**config.mk**
```make
export PLATFORM = sky130hd
export DESIGN_NAME = alu_serial_ctrl
export DESIGN_NICKNAME = d
export VERILOG_FILES = /design/src/rtl/alu_serial_ctrl.sv
export SDC_FILE = /design/constraint.sdc
export NUM_CORES = 1
export LEC_CHECK = 0
export ABC_AREA = 1
export BUFFER_PORTS_ARGS = -buffer_cell sky130_fd_sc_hd__clkbuf_2
export CORE_MARGIN = 3
export CORE_UTILIZATION = 50
export CTS_BUF_LIST = sky130_fd_sc_hd__clkbuf_16
export CTS_CLUSTER_DIAMETER = 80
export CTS_CLUSTER_SIZE = 24
export DETAILED_ROUTE_END_ITERATION = 8
export PLACE_DENSITY = 0.73
export SKIP_CTS_REPAIR_TIMING = 1
export SYNTH_ARGS = -nofsm -noshare
export SYNTH_HDL_FRONTEND = slang
export SYNTH_SLANG_ARGS = --single-unit
```
**constraint.sdc**
```tcl
create_clock -name clk_i -period 2.5 [get_ports clk_i]
set_input_delay 0.125 -clock clk_i [delete_from_list [all_inputs] [get_ports clk_i]]
set_output_delay 0.125 -clock clk_i [all_outputs]
set_load 0.01 [all_outputs]
```
**src/rtl/alu_serial_ctrl.sv**
```systemverilog
// Bit-serial ALU sequencer: drives one external 1-bit ALU slice LSB-first
// over WIDTH cycles, carrying the chain in a flop and assembling the result.
module alu_serial_ctrl #(
  parameter int WIDTH = 32,
  parameter int CW    = 5
) (
  input  logic             clk_i,
  input  logic             reset_i,
  input  logic             start_i,
  input  logic [2:0]       op_i,
  input  logic [WIDTH-1:0] a_i,
  input  logic [WIDTH-1:0] b_i,
  output logic             ready_o,
  output logic             busy_o,
  output logic             done_o,
  output logic [WIDTH-1:0] result_o,
  output logic             zero_o,
  output logic             overflow_o,
  output logic             carry_out_o,
  output logic             slice_a_o,
  output logic             slice_b_o,
  output logic             slice_cin_o,
  output logic             slice_less_o,
  output logic [2:0]       slice_op_o,
  input  logic             slice_r_i,
  input  logic             slice_cout_i,
  input  logic             slice_v_i,
  input  logic             slice_set_i
);

  typedef enum logic [1:0] {IDLE, RUN, DONE} state_t;

  state_t           state_q, state_d;
  logic [CW-1:0]    idx_q, idx_d;
  logic             carry_q, carry_d;
  logic [WIDTH-1:0] a_q, a_d, b_q, b_d;
  logic [2:0]       op_q, op_d;
  logic [WIDTH-1:0] acc_q, acc_d;
  logic [WIDTH-1:0] result_q, result_d;
  logic             zero_q, zero_d;
  logic             ovf_q, ovf_d;
  logic             cout_q, cout_d;
  logic [WIDTH-1:0] final_w;
  logic             accept_w;
  logic             last_w;

  // Bits accumulate in acc_q so the visible result only moves at end of RUN.
  always_ff @(posedge clk_i) begin
    if (reset_i) begin
      state_q  <= IDLE;
      idx_q    <= '0;
      carry_q  <= 1'b0;
      a_q      <= '0;
      b_q      <= '0;
      op_q     <= '0;
      acc_q    <= '0;
      result_q <= '0;
      zero_q   <= 1'b0;
      ovf_q    <= 1'b0;
      cout_q   <= 1'b0;
    end else begin
      state_q  <= state_d;
      idx_q    <= idx_d;
      carry_q  <= carry_d;
      a_q      <= a_d;
      b_q      <= b_d;
      op_q     <= op_d;
      acc_q    <= acc_d;
      result_q <= result_d;
      zero_q   <= zero_d;
      ovf_q    <= ovf_d;
      cout_q   <= cout_d;
    end
  end

  always_comb begin
    state_d  = state_q;
    idx_d    = idx_q;
    carry_d  = carry_q;
    a_d      = a_q;
    b_d      = b_q;
    op_d     = op_q;
    acc_d    = acc_q;
    result_d = result_q;
    zero_d   = zero_q;
    ovf_d    = ovf_q;
    cout_d   = cout_q;
    accept_w = 1'b0;
    last_w   = (idx_q == CW'(WIDTH - 1));
    final_w  = acc_q;
    final_w[idx_q] = slice_r_i;
    // Set-less-than: upper bits are already 0 since the slice's less input is 0.
    if (op_q[1:0] == 2'b11) final_w[0] = slice_set_i;

    case (state_q)
      IDLE: accept_w = start_i;
      RUN: begin
        acc_d   = acc_q;
        acc_d[idx_q] = slice_r_i;
        carry_d = slice_cout_i;
        idx_d   = idx_q + 1'b1;
        if (last_w) begin
          idx_d    = '0;
          result_d = final_w;
          zero_d   = (final_w == '0);
          ovf_d    = slice_v_i;
          cout_d   = slice_cout_i;
          state_d  = DONE;
        end
      end
      DONE: begin
        accept_w = start_i;
        state_d  = IDLE;
      end
      default: state_d = IDLE;
    endcase

    if (accept_w) begin
      a_d     = a_i;
      b_d     = b_i;
      op_d    = op_i;
      idx_d   = '0;
      carry_d = 1'b0;
      state_d = RUN;
    end
  end

  always_comb begin
    ready_o      = (state_q == IDLE) || (state_q == DONE);
    busy_o       = (state_q == RUN);
    done_o       = (state_q == DONE);
    result_o     = result_q;
    zero_o       = zero_q;
    overflow_o   = ovf_q;
    carry_out_o  = cout_q;
    slice_op_o   = op_q;
    slice_less_o = 1'b0;
    slice_a_o    = busy_o ? a_q[idx_q] : 1'b0;
    slice_b_o    = busy_o ? b_q[idx_q] : 1'b0;
    slice_cin_o  = busy_o ? ((idx_q == '0) ? op_q[2] : carry_q) : 1'b0;
  end

endmodule
```
==> flow_metrics.py <==
metrics = {
    "outcome": {
        "status": "finished, violations left",
        "violations": "negative hold slack",
    },
    "setup_path": {
        "crit_path_start_kind": "flop",
        "critPathKind": "flop to primary output",
        "cp_max_fo": 33,
        "crit_path_end_kind": "primary output",
        "cpPeakStageDelay_ns": 0.34,
        "required_ns": 2.38,
        "cpLargestDelayFamily": "buffers and inverters",
        "path_cells": "inv_1 > buf_4 > o21ai_0 > o22ai_1 > nand2_1 > nand2_1 > nor2_1 > a21oi_1 > clkbuf_2",
        "path_buf_inv": 3,
        "crit_top_cell": "nand2_1",
        "slowest_stage": "buf_4",
        "crit_arrival_ns": 2.13,
    },
    "final_layout": {
        "multiInputGateArea_um2": 3102,
        "regArea_um2": 2843,
        "drive_above_1_share_pct": 16.03,
        "fillers": 1207,
        "area_growth_pct": 22.97,
        "antennaDiodeCount": 0,
        "nNetsFinal": 1187,
        "final_util_pct": 63.88,
    },
    "drt": {
        "ant_nets": 0,
        "first_pass_iters": 5,
        "first_iter_violations": 395,
        "routed_wl_mm": 16.89,
        "vias_per_cell": 5.022,
        "drt-wirelength-per-cell_um": 13.10,
        "via_count": 6473,
        "drcViolationCount": 0,
    },
    "synth": {
        "synth_warnings": 0,
        "avgSynthCellArea_um2": 6.737,
        "syn-cell-area_um2": 6663,
        "synth_cell_type_count": 29,
        "synth_nets": 1068,
        "ys_seq_area_share_pct": 42.67,
        "netlist_instances": 989,
        "synth_seq_cells": 142,
    },
    "die": {
        "dieArea_um2": 14750,
        "rows": 41,
        "die_w_um": 121.4,
        "die_y_um": 121.4,
        "fp.coreArea_um2": 12820,
        "start_util_pct": 51.95,
        "io_pins": 119,
    },
    "timing": {
        "worst_slew_margin_rel_pct": 57.88,
        "rsz0062_at_grt": "false",
        "fin_skew_ns": 0.006871,
        "fin_setup_tns_ns": 0,
        "final-hold-violation-count": 24,
        "fin_hold_ws_ns": -0.03563,
        "setup_violations": 0,
        "drv_slew": 0,
        "fmax_ghz": 0.4432,
        "period_minus_slack_ns": 2.256,
        "fin_crit_sh_pct": 90.24,
        "tightestPinTransition_ns": 0.6318,
    },
    "global_route": {
        "grt_pass1_vias": 5786,
        "grt_max_degree": 117,
        "grt_pass1_wl_mm": 27.62,
        "antenna_found_initial": 0,
        "track_usage_pct": 23.33,
        "gr-total-overflow": 0,
    },
    "cts": {
        "clkSinkCount": 142,
        "cts_made_buffers": 17,
        "cts_tree": "yes",
        "root_buffer": "clkbuf_16",
        "h-tree-depth": 4,
        "clk_latency_ns": 0.42,
        "clk_path_buf_depth": 2,
        "cts.clk_slew.worst_paths_ns": 0.06,
    },
    "placement": {
        "port-buffer-count": 117,
        "gp_congestion": 0.8263,
        "dp_hpwl_mm": 11.36,
    },
    "run": {
        "drv_cap": 0,
    },
    "pwr": {
        "power.total_w": 0.005711,
        "p_leak_nw": 4.015,
        "p_per_area_nw_per_um2": 697.1,
        "ir_drop_mv": 0.4760,
    },
    "worst_hold_path": {
        "hold_path.class": "input port to flop",
    },
}
-- placed cells by master (no fill, tap or decap), types with 2 or more instances in the layout --
| cell type | count |
|---|---|
| o21ai_0 | 147 |
| nand2_1 | 182 |
| o211ai_1 | 25 |
| nand4_1 | 20 |
| inv_2 | 4 |
| bufinv_16 | 4 |
| o22ai_1 | 14 |
| nor2_4 | 8 |
| clkbuf_2 | 117 |
| clkbuf_16 | 17 |
| inv_1 | 104 |
| clkinv_1 | 7 |
| inv_4 | 2 |
| buf_4 | 18 |
| o21ai_1 | 6 |
| nor2_1 | 206 |
| nand3_1 | 27 |
| a211oi_1 | 3 |
| ha_1 | 5 |
| dlygate4sd3_1 | 29 |
| a21oi_1 | 16 |
| nand2_2 | 5 |
| dfxtp_1 | 142 |
-- flip-flops by register name (all words and copies together), names as in the netlist --
name	flops
zero_o	1
carry_out_o	1
acc_q	32
result_o	32
slice_op_o	3
carry_q	1
overflow_o	1
a_q	32
b_q	32
idx_q	5
state_q	2
-- synthesized netlist by cell type, drive strengths merged --
cell type	number	share of area (%)
a211oi	3	0.34
a21oi	16	1.2
a221oi	1	0.13
a22o	1	0.13
buf	20	1.9
clkbuf	45	2.5
clkinv	3	0.17
conb	1	0.056
dfxtp	142	43
ha	5	0.94
inv	109	6.2
nand2	187	11
nand3	27	2.0
nand4	20	1.9
nor2	215	13
o211ai	25	2.8
o21a	1	0.11
o21ai	153	11
o22ai	14	1.3
xor2	1	0.13
-- kinds of logic after synthesis --
group / Yosys count / share of synthesized area [%]
XOR/XNOR: 1 / 0.1315
AND/OR/NAND/NOR: 449 / 27.81
buffers and inverters: 177 / 10.85
other: 1 / 0.05628
adder cells (fa/ha/maj): 5 / 0.9390
AO/OA/AOI/OAI: 214 / 17.54
flip-flops: 142 / 42.67
-- layout make-up --
cell class,instances,share of cell area [%]
Multi-Input combinational cell,670,37.86
Clock inverter,11,1.848
Timing Repair Buffer,165,12.58
Tap cell,172,2.627
Clock buffer,17,5.192
Sequential cell,142,34.70
Inverter,112,5.192
-- routing by layer --
metal | global-route usage (%) | wire length (um) | up-vias
met5 | 0 | 0 | -
met4 | 8.263 | 313 | 0
met3 | 5.641 | 801 | 29
met2 | 37.72 | 8076 | 154
met1 | 30.40 | 7696 | 2892
li1 | - | - | 3398
-- report_power, final --
| part | total (W) | switching (W) | internal (W) |
|---|---|---|---|
| combinational | 0.000696 | 0.000426 | 0.000270 |
| clock | 0.00253 | 0.000909 | 0.00162 |
| sequential | 0.00248 | 0.0000765 | 0.00240 |
| total | 0.00571 | 0.00141 | 0.00430 |
-- final timing paths --
path / to / cells past startpoint / slack, ns / start
worst max-delay path: slice_b_o / 9 / 0.24 / idx_q[0]
worst min-delay path: a_q[0] / 3 / -0.04 / a_i[0]
worst max register to register: zero_o / 11 / 0.46 / idx_q[1]
worst min register to register: result_o[30] / 2 / 0.46 / result_o[30]
-- through the flow --
stage / area, um2 / worst slack (ns) / instances
6_report: 8193 / 0.2439 / 1289
5_1_grt: 8193 / 0.09694 / 1289
4_1_cts: 7903 / 0.2516 / 1260
3_5_place_dp: 7326 / 0.4842 / 1232
3_3_place_gp: 7326 / 0.5096 / 1232
2_1_floorplan: 6663 / 0.4586 / 989
-- tightest hold or removal path, cell delays in order --
cell and delay [ns]:
clkbuf_2 0.07, o21ai_0 0.07, nor2_1 0.08
Note: power is estimated with default switching activity, not from simulation.
